<file path="src/rtl/mem_stage.sv">
`default_nettype none
// ============================================================================
// mem_stage : RV32I memory-access stage with a ready-handshaked data port
// Rev 1.0   : initial release
// ============================================================================
module mem_stage #(
  parameter int DMEM_ADDR_W = 32
) (
  input  logic                   clk,
  input  logic                   rst,
  input  logic                   valid_mem,
  input  logic                   load_mem,
  input  logic                   store_mem,
  input  logic [2:0]             funct3_mem,
  input  logic [31:0]            alu_data_mem,
  input  logic [31:0]            rs2_data_mem,
  output logic                   dmem_req,
  output logic                   dmem_we,
  output logic [DMEM_ADDR_W-1:0] dmem_addr,
  output logic [3:0]             dmem_be,
  output logic [31:0]            dmem_wdata,
  input  logic                   dmem_ready,
  input  logic [31:0]            dmem_rdata,
  output logic [31:0]            dm_data_mem,
  output logic                   stall_mem,
  output logic                   misalign_mem
);

  typedef enum logic [1:0] {
    IDLE = 2'd0,
    REQ  = 2'd1,
    DONE = 2'd2
  } state_t;

  state_t      state;
  state_t      state_nxt;

  logic        acc;
  logic        is_byte;
  logic        is_half;
  logic        misaligned;
  logic        start;
  logic        complete;
  logic        stall_c;
  logic        misalign_c;
  logic [3:0]  be_nxt;
  logic [31:0] wdata_nxt;
  logic [31:0] word_addr;
  logic [2:0]  ld_funct3;
  logic [1:0]  ld_off;

  // Unused funct3 encodings fall through to word size.
  assign acc        = valid_mem & (load_mem | store_mem);
  assign is_byte    = (funct3_mem[1:0] == 2'b00);
  assign is_half    = (funct3_mem[1:0] == 2'b01);
  assign misaligned = (is_half & alu_data_mem[0]) |
                      (~is_byte & ~is_half & (|alu_data_mem[1:0]));
  assign word_addr  = {alu_data_mem[31:2], 2'b00};

  function automatic logic [31:0] format_load(
    input logic [31:0] rdata,
    input logic [2:0]  f3,
    input logic [1:0]  off
  );
    logic [31:0] shifted;
    logic [7:0]  b;
    logic [15:0] h;
    shifted = rdata >> {off, 3'b000};
    b       = shifted[7:0];
    h       = off[1] ? rdata[31:16] : rdata[15:0];
    case (f3)
      3'b000:  format_load = {{24{b[7]}}, b};
      3'b100:  format_load = {24'd0, b};
      3'b001:  format_load = {{16{h[15]}}, h};
      3'b101:  format_load = {16'd0, h};
      default: format_load = rdata;
    endcase
  endfunction

  always_comb begin
    be_nxt    = 4'b1111;
    wdata_nxt = 32'd0;
    if (store_mem) begin
      wdata_nxt = rs2_data_mem;
      if (is_byte) begin
        be_nxt    = 4'b0001 << alu_data_mem[1:0];
        wdata_nxt = {4{rs2_data_mem[7:0]}};
      end else if (is_half) begin
        be_nxt    = alu_data_mem[1] ? 4'b1100 : 4'b0011;
        wdata_nxt = {2{rs2_data_mem[15:0]}};
      end
    end
  end

  always_ff @(posedge clk or posedge rst) begin
    if (rst) begin
      state <= IDLE;
    end else begin
      state <= state_nxt;
    end
  end

  always_comb begin
    state_nxt  = state;
    start      = 1'b0;
    complete   = 1'b0;
    stall_c    = 1'b0;
    misalign_c = 1'b0;
    dmem_req   = 1'b0;
    case (state)
      IDLE: begin
        if (acc) begin
          if (misaligned) begin
            misalign_c = 1'b1;
          end else begin
            start     = 1'b1;
            stall_c   = 1'b1;
            state_nxt = REQ;
          end
        end
      end
      REQ: begin
        dmem_req = 1'b1;
        stall_c  = 1'b1;
        if (dmem_ready) begin
          complete  = 1'b1;
          state_nxt = DONE;
        end
      end
      // Instruction is still presented here; returning to IDLE without
      // looking at acc prevents a duplicate access.
      DONE:    state_nxt = IDLE;
      default: state_nxt = IDLE;
    endcase
  end

  assign stall_mem    = stall_c & ~rst;
  assign misalign_mem = misalign_c & ~rst;

  always_ff @(posedge clk or posedge rst) begin
    if (rst) begin
      dmem_we     <= 1'b0;
      dmem_addr   <= '0;
      dmem_be     <= 4'd0;
      dmem_wdata  <= 32'd0;
      ld_funct3   <= 3'd0;
      ld_off      <= 2'd0;
      dm_data_mem <= 32'd0;
    end else begin
      if (start) begin
        dmem_we    <= store_mem;
        dmem_addr  <= word_addr[DMEM_ADDR_W-1:0];
        dmem_be    <= be_nxt;
        dmem_wdata <= wdata_nxt;
        ld_funct3  <= funct3_mem;
        ld_off     <= alu_data_mem[1:0];
      end
      if (complete && !dmem_we) begin
        dm_data_mem <= format_load(dmem_rdata, ld_funct3, ld_off);
      end
    end
  end

endmodule
`default_nettype wire

</file>
<file path="config.mk">
export PLATFORM = sky130hd
export DESIGN_NAME = mem_stage
export DESIGN_NICKNAME = d
export VERILOG_FILES = /design/src/rtl/mem_stage.sv
export SDC_FILE = /design/constraint.sdc
export NUM_CORES = 1
export LEC_CHECK = 0
export CORE_MARGIN = 2
export CORE_UTILIZATION = 43
export CTS_CLUSTER_DIAMETER = 40
export DETAILED_ROUTE_END_ITERATION = 8
export PLACE_DENSITY = 0.87
export SYNTH_ARGS = -nofsm -noshare
export SYNTH_HDL_FRONTEND = slang
export SYNTH_SLANG_ARGS = --single-unit
</file>
<file path="constraint.sdc">
create_clock -name clk -period 4 [get_ports clk]
set_input_delay 0.8 -clock clk [delete_from_list [all_inputs] [get_ports clk]]
set_output_delay 0.8 -clock clk [all_outputs]
set_load 0.05 [all_outputs]
</file>
## Word level (Yosys, flattened, before mapping)

Cells that the tools add are included.

| storage, ports and cells | value |
|---|---|
| word-level logic and storage cells | 59 |
| flip-flop bits (word level) | 106 |
| input port bits | 105 |
| output and inout port bits | 104 |

| operators by class | value |
|---|---|
| equality and inequality tests | 8 |
| bitwise logic cells | 11 |
| shift-type cells | 2 |
| multiplexer cells | 23 |
| reduce and logical (&&, ||, !) cells | 7 |

Operator list:

| kind | number |
|---|---|
| $pmux W32 S4 | 1 |
| $mux W32 | 3 |
| $shr A32 B5 Y8 | 1 |
| $mux W16 | 1 |
| $mux W4 | 4 |
| $mux W1 | 9 |
| $and A1 B1 Y1 | 6 |
| $eq A3 B3 Y1 const B | 2 |
| $mux W2 | 3 |
| $ne A2 B2 Y1 const B | 3 |
| $eq A2 B1 Y1 const B | 2 |
| $logic_not A2 Y1 | 2 |
| $pmux W2 S2 | 1 |
| $shl A1 B2 Y4 const A | 1 |
| $eq A3 B1 Y1 const B | 1 |
| $logic_not A3 Y1 | 1 |
| $not A1 Y1 | 3 |
| $reduce_and A3 Y1 | 1 |
| $or A1 B1 Y1 | 2 |
| $pmux W1 S2 | 1 |
| $reduce_or A2 Y1 | 1 |
| $logic_and A1 B1 Y1 | 1 |
| $logic_not A1 Y1 | 1 |

## Depth between registers and ports, before layout

Gate-level depths: netlist of run 1.

| depth | value |
|---|---|
| word-level depth | 9 |
| depth in mapped cells | 7 |
| mapped depth without buffers | 4 |

## Worst setup path after synthesis of run 1

OpenSTA, ideal clock, no wires.

| timing path | value |
|---|---|
| path type | input -> output |
| from | in funct3_mem[0] |
| to | out misalign_mem |
| stages | 4 |
| data required time | 3200 ps |
| arrival | 2930 ps |
| path slack | 270 ps |
| path buffers | 1 |
| cells stage by stage | nor2_1 > buf_2 > or2_2 > nor4b_1 |

| between the ends | value |
|---|---|
| cells in the longest elaborated chain, start to end | 9 |
| elaborated cells between the ends (all ways) | 12 |
| those cells by class | eq/ne: 1; mux: 3; bitwise: 7; reduce/logical: 1 |

Ends and longest elaborated chain:

| item | line | source |
|---|---|---|
| start: declaration | 14 | `input logic [2:0] funct3_mem,` |
| $eq A2 B1 Y1 or $logic_not A2 Y1 (tied branches) | 55, 54 |  |
| $not A1 Y1 | 57 | `(~is_byte & ~is_half & (\|alu_data_mem[1:0]));` |
| $and A1 B1 Y1 (2 in a row) | 57 |  |
| $or A1 B1 Y1 (*) | 56 | `assign misaligned = (is_half & alu_data_mem[0]) \|` |
| $mux W1 (*) | 113 | `if (misaligned) begin` |
| $mux W1 (*) | 112 | `if (acc) begin` |
| $mux W1 (*) | 110 | `case (state)` |
| $and A1 B1 Y1 (*) | 138 | `assign misalign_mem = misalign_c & ~rst;` |
| end: declaration | 26 | `output logic misalign_mem` |

Every way passes the cells marked *; elsewhere a longest branch is shown, timed or not.

## Worst setup path after layout of run 1

| timing path | value |
|---|---|
| from | in funct3_mem[1] |
| to | out misalign_mem |

Same word-level chain as after synthesis.

==> run summary, run 1 <==
Inst Count DP -> 893
Req. time, crit path -> 3200 ps
WHS -> 475 ps
Distinct cells, synth -> 35
Mapped Avg Cell Area -> 8.83 um^2
Worst Path Buf+Inv -> 2
Largest net degree at the start of global routing -> 76
Most common flop cell mapped by yosys -> dfrtp_1
Via count -> 5,054
Sequential fraction of the synthesis area -> 52.4%
CP startpoint kind -> input pin
Post-synth EDFFs -> 0
ANT nets after route -> 0
Total grt overflow -> 0
TritonRoute pass-1 iters -> 6
P&R area growth vs syn -> 49.2%
CP max stage delay -> 680 ps
Clk_lat worst skew -> 350 ps
Max-cap violation count -> 0
Die Height -> 113 um
Outcome -> complete, no violations
Post-Layout Cell Count -> 909
Core Area -> 11,500 um^2
Synth area leaders -> dfrtp_1 52%, nand2_1 15%, nand3_1 6.9%
Fin util -> 65.9%
CTS Hold Bufs -> 0
Gp weighted congestion -> 0.879
# IOs -> 209
Slew Limit Fails -> 0
Detailed placer's ending HPWL -> 11,800 um
CP Capture Type -> output pin
Clk root buf -> clkbuf_16
Worst hold path class -> register to register
Vias/cell -> 5.56
Bufs on Longest Clock Path -> 2
Die Area -> 12,700 um^2
F_max -> 0.285 GHz
Critical path class -> input pin to output pin
Post-synthesis async set-or-reset flop share -> 100%
Static Leak -> 3.43 nW
WP data arrival -> 2710 ps
FP Rows -> 39
Total Wirelength -> 16,400 um
Postcts setup bufs -> 0
Pwr dens -> 876 nW/um^2
Total clock sinks -> 106
Cell family with most CP delay -> buffers and inverters
RSZ-0062 raised after global routing -> no
Leading area contributor after synthesis -> dfrtp_1
Initial Utilization -> 44.1%
First-pass GRT wire length -> 26,300 um
Number of port buffers -> 206
Nets -> 866
Final Hold Fails -> 0
Slew headroom -> 32.1%
Final WS setup -> 491 ps
TNS Setup -> 0 ps
Mapped Cells -> 573
CTS tree -> built
Max IR drop VDD -> 0.609 mV
Total CTS buffers -> 9
DR WL/cell -> 18.0 um
DR iter-0 viols -> 445
Mapped cell area -> 5060 um^2
Crit-path cells -> clkdlybuf4s50_1, a21oi_1, or2_2, nor4b_1, buf_12
Final period util -> 87.7%
Residual DRC count -> 0
Antenna violations before repair -> 0
# diodes -> 0
Final min period -> 3510 ps
Yosys top cell area share -> 52.4%
Total GRT Usage -> 26.2%
Clk slew on worst S/H paths -> 70 ps
Pre-CTS setup slack -> 481 ps
Fraction of layout cells with a size suffix above 1 -> 7.83%
Vias in the first global route -> 5,128
H-tree depth -> 3
Endpoints failing setup -> 0
Die width -> 113 um
Crit path max fanout -> 12
Ys Warns -> 0
Final Skew -> 7.30 ps
Synth Register Bits -> 106
Slew @ Worst Pin -> 1020 ps
CTS resizes -> 0
Slowest cell on the critical path -> clkdlybuf4s50_1
-- final timing paths --
check                                from              end  slack, ps  cells after the start
max                         funct3_mem[1]     misalign_mem        490                      5
min                        dmem_wdata[19]   dmem_wdata[19]        480                      2
max reg2reg                      state[0]  dm_data_mem[29]       1620                      4
min reg2reg                dmem_wdata[19]   dmem_wdata[19]        480                      2
max in group asynchronous             rst     dmem_addr[9]       2050                      3
min in group asynchronous             rst   dmem_wdata[11]       1070                      2
-- sequential cells by signal, summed over array words and instances (netlist names) --
| signal | count |
|---|---|
| ld_funct3 | 3 |
| state | 2 |
| dmem_be | 4 |
| dm_data_mem | 32 |
| dmem_we | 1 |
| ld_off | 2 |
| dmem_addr | 30 |
| dmem_wdata | 32 |
-- power breakdown --
part	internal [mW]	leakage (nW)	total, mW	switching, mW
Clock	0.491	0.144	0.899	0.408
Sequential	1.56	1.33	1.88	0.314
Combinational	1.25	1.96	3.85	2.60
Total	3.30	3.43	6.62	3.32
-- stage by stage --
step / total power [mW] / area (um^2)
floorplan: 4.33 / 5070
global placement: 5.63 / 7260
detailed placement: 5.73 / 7260
CTS: 6.64 / 7550
global route: 6.93 / 7550
finish: 6.62 / 7550
-- worst min-delay path: cells and delay by family (launching register included) --
kind | cells | cell delay (ps)
flip-flops | 1 | 350
AND/OR/NAND/NOR | 2 | 100
-- layout by cell type (no fill, tap or decap), types with 2 or more instances in the layout --
master           synthesis  routed
buf_4                    3      12
a21oi_1                 14      14
dfrtp_1                106     106
clkbuf_1                24       2
o21a_1                   4       4
nand2_1                205     205
buf_12                   0       3
nor2_1                   8       8
and2_1                   9       9
nor2b_1                 11      11
mux2i_1                 12      12
clkdlybuf4s50_1          0     204
or2_2                    3       3
inv_6                    0       2
nand3b_1                 9       9
a22oi_1                  6       6
nand3_1                 70      70
clkbuf_16                0       9
o211ai_1                10      10
o21ai_0                 23      23
conb_1                   1       2
nand2b_1                 2       2
mux2_2                  23      23
-- area by class of cell --
cell class / count / area [um^2]
clock buffers: 11 / 233
clock inverters: 5 / 61.3
fillers: 865 / 3910
inverters: 2 / 10.0
multi-input cells: 423 / 2230
flip-flops and latches: 106 / 2650
well taps: 143 / 179
repair buffers: 219 / 2190
-- layer usage --
layer | GRT usage (%) | vias up | wire [um]
li1 | - | 2287 | -
met4 | 11.9 | 0 | 621
met3 | 8.32 | 48 | 1680
met1 | 32.5 | 2431 | 6220
met5 | 0 | - | 0
met2 | 42.1 | 288 | 7870
-- cell usage after synthesis, drive strengths merged (2+ instances only) --
cell and instances:
nand2 205, nand3 70, o21a 4, and2 9, o21ai 23, nand2b 2, a22oi 6, dfrtp 106
or2 3, o211ai 10, buf 19, clkbuf 24, mux2 23, nand3b 9, mux2i 12, inv 2
a21oi 14, nor2b 11, nor2 8
-- cells by family after synthesis --
group                  after synthesis  synth area share (%)
and+or+nand+nor                    320                  27.7
DFF                                106                  52.4
AOI/OAI and AO/OA                   66                  8.26
buffers and inverters               45                  4.05
muxes                               35                  7.49
other                                1                0.0741
Note: power is estimated with default switching activity, not from simulation.
==> run 2: changes to the inputs <==
- CAP_MARGIN: default -> 5
- CORE_MARGIN: 2 -> default
==> run 2 against run 1 <==
  * Register-to-register slack better by 220 ps
  * Clock power shrank 6.1%
  * Final cell count rose by 0.22%
  * Routed wire length fell by 3.4%
  * Die area fell by 3.5%
  * Combinational power about the same
  * Clock-buffer cell count grew 2
  * First-iteration DRC count down 19%
  * Critical endpoint unchanged
==> run summary, run 2 (synthesis gave the netlist of run 1 again) <==
Outcome -> complete, no violations
Static Leak -> 3.43 nW (about the same)
Via count -> 4,921 (-2.6%)
Die width -> 111 um (-1.8%)
Slew @ Worst Pin -> 1030 ps (+18.4 ps)
Worst hold path class -> register to register
H-tree depth -> 3 (unchanged)
CTS tree -> built
Hold Path Sink -> dmem_wdata[14]
Bufs on Longest Clock Path -> 2 (unchanged)
Fin util -> 65.9% (about the same)
WP data arrival -> 2560 ps (-150 ps)
Req. time, crit path -> 3200 ps (about the same)
Max-cap violation count -> 0 (unchanged)
Slew Limit Fails -> 0 (unchanged)
Total Wirelength -> 15,800 um (-3.4%)
Number of port buffers -> 206 (unchanged)
Clk slew on worst S/H paths -> 70 ps (about the same)
DR iter-0 viols -> 360 (-19%)
DR WL/cell -> 17.4 um (-3.7%)
Endpoints failing setup -> 0 (unchanged)
Residual DRC count -> 0 (unchanged)
Largest net degree at the start of global routing -> 59 (-22%)
FP Rows -> 39 (unchanged)
Die Height -> 111 um (-1.8%)
Final Hold Fails -> 0 (unchanged)
Vias/cell -> 5.40 (-2.8%)
Antenna violations before repair -> 0 (unchanged)
Total GRT Usage -> 26.0% (-0.23 points)
WHS -> 470 ps (-5.86 ps)
Total grt overflow -> 0 (unchanged)
Hold depth -> 2 (unchanged)
Final Power -> 6.56 mW (-0.91%)
Clk_lat worst skew -> 340 ps (about the same)
Initial Utilization -> 44.1% (unchanged)
Detailed placer's ending HPWL -> 11,700 um (-0.77%)
Worst Reg-to-Reg Cells -> 5 (+1)
Pwr dens -> 868 nW/um^2 (-0.97%)
Total CTS buffers -> 9 (unchanged)
Largest regs -> dm_data_mem: 32 flops, dmem_wdata: 32 flops, dmem_addr: 30 flops
Gp weighted congestion -> 0.895 (+1.9%)
HP Start -> dmem_wdata[14]
Critical path class -> input pin to output pin
F_max -> 0.298 GHz (+4.5%)
Max IR drop VDD -> 0.643 mV (+5.6%)
Nets -> 868 (+0.23%)
Reg2reg setup slack -> 1840 ps (+220 ps)
Vias in the first global route -> 4,977 (-2.9%)
Final-layout fill cell count -> 892 (+3.1%)
ANT nets after route -> 0 (unchanged)
Fraction of layout cells with a size suffix above 1 -> 8.07% (+0.24 points)
Postcts setup bufs -> 0 (unchanged)
# diodes -> 0 (unchanged)
TNS Setup -> 0 ps (unchanged)
CP startpoint kind -> input pin
CTS Hold Bufs -> 0 (unchanged)
RR Endpoint -> dm_data_mem[3]
Area of the multi-input gates -> 2230 um^2 (unchanged)
Final period util -> 84.0% (-3.8 points)
CTS resizes -> 0 (unchanged)
TritonRoute pass-1 iters -> 5 (-1)
FF/Latch Area -> 2650 um^2 (unchanged)
Clk root buf -> clkbuf_16
RSZ-0062 raised after global routing -> no
Crit path max fanout -> 5 (-7)
Final min period -> 3360 ps (-150 ps)
Total clock sinks -> 106 (unchanged)
Most frequent cells in the layout -> 205 x nand2_1, 204 x clkdlybuf4s50_1, 106 x dfrtp_1, 70 x nand3_1
Die Area -> 12,200 um^2 (-3.5%)
First-pass GRT wire length -> 25,200 um (-3.9%)
Slew headroom -> 30.9% (-1.2 points)
Commonest non-fill, non-tap cell in the layout -> nand2_1
Critical R2R Launch -> ld_funct3[0]
# IOs -> 209 (unchanged)
P&R area growth vs syn -> 49.3% (about the same)
Final Skew -> 7.21 ps (-0.0880 ps)
Core Area -> 11,500 um^2 (unchanged)
CP Capture Type -> output pin
[run 2: cell types whose count changed in the layout (fill, tap and decap cells not counted)]
| cell | before | now |
|---|---|---|
| clkinvlp_4 | 0 | 2 |
| clkbuf_8 | 0 | 2 |
| clkinv_2 | 1 | 0 |
| bufinv_16 | 1 | 0 |
| inv_6 | 2 | 0 |
| buf_4 | 12 | 14 |
[run 2: cell type report]
type	count	share of cell area, %
Clock buffer	13	3.44
Clock inverter	3	0.314
Inverter	2	0.132
Multi-Input combinational cell	423	29.5
Sequential cell	106	35.1
Tap cell	143	2.37
Timing Repair Buffer	221	29.2
[run 2: how the worst max path moves through the flow]
stage / startpoint / endpoint / slack (ps)
floorplan: funct3_mem[0] / misalign_mem / 270
global placement: funct3_mem[1] / misalign_mem / 720
detailed placement: funct3_mem[1] / misalign_mem / 650
CTS: funct3_mem[1] / misalign_mem / 630
global route: funct3_mem[1] / misalign_mem / 540
finish: funct3_mem[1] / misalign_mem / 640
[run 2: metal layers]
| layer | vias to the layer above | track usage, % | part of all wire (%) | wire (um) |
|---|---|---|---|---|
| li1 | 2287 | - | - | - |
| met1 | 2359 | 31.2 | 39 | 6190 |
| met2 | 246 | 44.1 | 49 | 7820 |
| met3 | 29 | 7.52 | 9.0 | 1420 |
| met4 | 0 | 9.69 | 2.5 | 399 |
| met5 | - | 0 | 0 | 0 |
[run 2: per-stage QoR]
step | cell area (um^2) | std cells | worst slack [ps]
after global routing | 7560 | 911 | 542
final | 7560 | 911 | 641
after detailed placement | 7280 | 895 | 650
after global placement | 7280 | 895 | 724
after floorplan | 5070 | 574 | 270
after CTS | 7560 | 911 | 629
[run 2: critical path: stages]
cell             delay [ps]
clkdlybuf4s50_1         570
a21oi_1                 170
or2_2                   320
nor4b_1                 490
buf_12                  210
[run 2: where the power goes]
group / internal [mW] / total, mW / switching (mW) / leakage, nW
sequential: 1.56 / 1.88 / 0.313 / 1.33
combinational: 1.26 / 3.84 / 2.58 / 1.97
clock: 0.458 / 0.844 / 0.385 / 0.132
==> run 3: changes to the inputs <==
- CORE_UTILIZATION: 43 -> 39
- PLACE_DENSITY: 0.87 -> 0.84
- clock period: 4 -> 2.9 ns (I/O delays scaled with it)
==> run 3 against run 2 <==
  * Global-route usage fell by 2.5 points
  * Clock-buffer cell count fell by 4
  * Highest routed layer unchanged
  * Critical path type unchanged
  * Clock power rose by 35%
  * Total power rose by 37%
  * Core utilization fell by 5.2 points
  * Largest power group unchanged
  * Sequential power rose by 37%
  * Non-clock buffer count rose by 5
  * First-iteration DRC count rose by 5.3%
  * Critical path depth rose by 1
  * Register-to-register slack got worse by 790 ps
  * Flip-flop and latch count did not move
==> run summary, run 3 (synthesis gave the netlist of run 1 again) <==
Outcome -> complete, no violations
Fraction of layout cells with a size suffix above 1 -> 8.94% (+0.86 points)
Static Leak -> 3.46 nW (+0.74%)
Clk slew on worst S/H paths -> 70 ps (about the same)
CTS resizes -> 0 (unchanged)
Wl on met1 -> 6240 um (+0.78%)
RR Endpoint -> dm_data_mem[16]
Combinational power share -> 58.8% (+0.3 points)
# diodes -> 0 (unchanged)
Clk root buf -> clkbuf_16
Postcts setup bufs -> 0 (unchanged)
Slew @ Worst Pin -> 569 ps (-465 ps)
CP startpoint kind -> input pin
Max IR drop VDD -> 0.841 mV (+31%)
WP data arrival -> 2090 ps (-470 ps)
Crit path max fanout -> 3 (-2)
Bufs on Longest Clock Path -> 2 (unchanged)
CTS Hold Bufs -> 0 (unchanged)
Met2 routed WL -> 7280 um (-6.9%)
TritonRoute pass-1 iters -> 5 (unchanged)
CP max stage delay -> 430 ps (-140 ps)
Gp weighted congestion -> 0.802 (-10%)
Total Wirelength -> 15,300 um (-3.0%)
Largest regs -> dm_data_mem: 32 flops, dmem_wdata: 32 flops, dmem_addr: 30 flops
Total clock sinks -> 106 (unchanged)
Endpoints failing setup -> 0 (unchanged)
DR WL/cell -> 16.3 um (-6.4%)
Clock Power Share -> 12.6% (-0.3 points)
Residual DRC count -> 0 (unchanged)
Pwr dens -> 1170 nW/um^2 (+35%)
H-tree depth -> 3 (unchanged)
Worst setup endpoint -> stall_mem
Antenna violations before repair -> 0 (unchanged)
Crit-path cells -> clkdlybuf4s50_1, or2_2, and2_1, a21oi_1, nor2_1, buf_12
Final Hold Fails -> 0 (unchanged)
Final-layout fill cell count -> 1,135 (+27%)
Commonest non-fill, non-tap cell in the layout -> nand2_1
Vias in the first global route -> 4,752 (-4.5%)
Die width -> 116 um (+4.9%)
Switch share -> 50.1% (about the same)
Total CTS buffers -> 9 (unchanged)
Total stage count of the critical path -> 6 (+1)
Psw -> 4.50 mW (+37%)
Met3 wire length -> 1430 um (+0.92%)
CP startpoint -> load_mem
CP Capture Type -> output pin
WHS -> 467 ps (-2.16 ps)
TNS Setup -> 0 ps (unchanged)
Worst Path Buf+Inv -> 2 (unchanged)
P_int -> 4.49 mW (+37%)
Nets -> 873 (+0.58%)
Clk_lat worst skew -> 350 ps (about the same)
Critical path class -> input pin to output pin
Fin util -> 60.7% (-5.2 points)
Final Skew -> 7.62 ps (+0.402 ps)
Slew headroom -> 62.1% (+31 points)
Worst Reg-to-Reg Cells -> 4 (-1)
Req. time, crit path -> 2320 ps (-880 ps)
Total grt overflow -> 0 (unchanged)
FP Rows -> 41 (+5.1%)
F_max -> 0.375 GHz
P&R area growth vs syn -> 51.4%
Die Area -> 13,400 um^2 (+10%)
Worst hold path class -> register to register
Slowest cell on the critical path -> clkdlybuf4s50_1
Max-cap violation count -> 0 (unchanged)
Initial Utilization -> 40.1% (-4.0 points)
Via count -> 4,814 (-2.2%)
Reg2reg setup slack -> 1050 ps (-790 ps)
Highest Signal Layer -> met4
Critical R2R Launch -> state[0]
RSZ-0062 raised after global routing -> no
Total GRT Usage -> 23.5% (-2.5 points)
Core Area -> 12,600 um^2 (+10%)
Final period util -> 91.9%
Cell family with most CP delay -> simple AND/OR/NAND/NOR gates
Die Height -> 116 um (+4.9%)
Detailed placer's ending HPWL -> 11,000 um (-5.7%)
Number of port buffers -> 206 (unchanged)
Final min period -> 2670 ps
CTS tree -> built
First-pass GRT wire length -> 24,200 um (-4.1%)
Slew Limit Fails -> 0 (unchanged)
DR iter-0 viols -> 379 (+5.3%)
# IOs -> 209 (unchanged)
Final Power -> 9.00 mW (+37%)
Largest net degree at the start of global routing -> 45 (-24%)
Vias/cell -> 5.10 (-5.6%)
Most frequent cells in the layout -> 205 x nand2_1, 204 x clkdlybuf4s50_1, 106 x dfrtp_1, 70 x nand3_1
Register share of total power -> 28.6% (about the same)
ANT nets after route -> 0 (unchanged)
-- run 3: metal layers --
layer	track usage [%]	vias to the layer above
li1	-	2291
met1	30.5	2267
met2	36.9	229
met3	5.91	27
met4	11.0	0
met5	0	-
-- run 3: power groups by stage --
stage	registers [mW]	clock network, mW	logic, mW
floorplan	4.74	0	1.23
global placement	2.57	0	5.25
detailed placement	2.58	0	5.31
CTS	2.57	1.16	5.32
global route	2.66	1.21	5.62
finish	2.57	1.14	5.29
-- run 3: through the flow --
step,setup slack [ps],area (um^2),cells
final,234,7660,944
after global routing,130,7660,944
after CTS,229,7660,944
after detailed placement,232,7390,929
after global placement,292,7390,929
after floorplan,299,5080,574
-- run 3: area by class of cell --
cell class / instances / area, um^2 / area share [%]
Inverter: 2 / 11.3 / 0.147
Sequential cell: 106 / 2650 / 34.6
Clock inverter: 6 / 42.5 / 0.555
Multi-Input combinational cell: 423 / 2230 / 29.1
Tap cell: 172 / 215 / 2.81
Timing Repair Buffer: 226 / 2280 / 29.8
Clock buffer: 9 / 225 / 2.94
-- run 3: worst min path at each step --
stage	start	end	cells after the start
6_report	dmem_wdata[14]	dmem_wdata[14]	2
5_1_grt	dmem_wdata[16]	dmem_wdata[16]	2
4_1_cts	dmem_wdata[14]	dmem_wdata[14]	2
3_5_place_dp	dmem_wdata[14]	dmem_wdata[14]	2
3_3_place_gp	dmem_wdata[1]	dmem_wdata[1]	2
2_1_floorplan	ld_funct3[2]	ld_funct3[2]	2
-- run 3: worst reg2reg max path, cell delays in order, from the launching register on --
cell	delay [ps]
dfrtp_1	460
and4bb_1	260
nand2b_1	220
a2111o_1	670
nand3_1	170
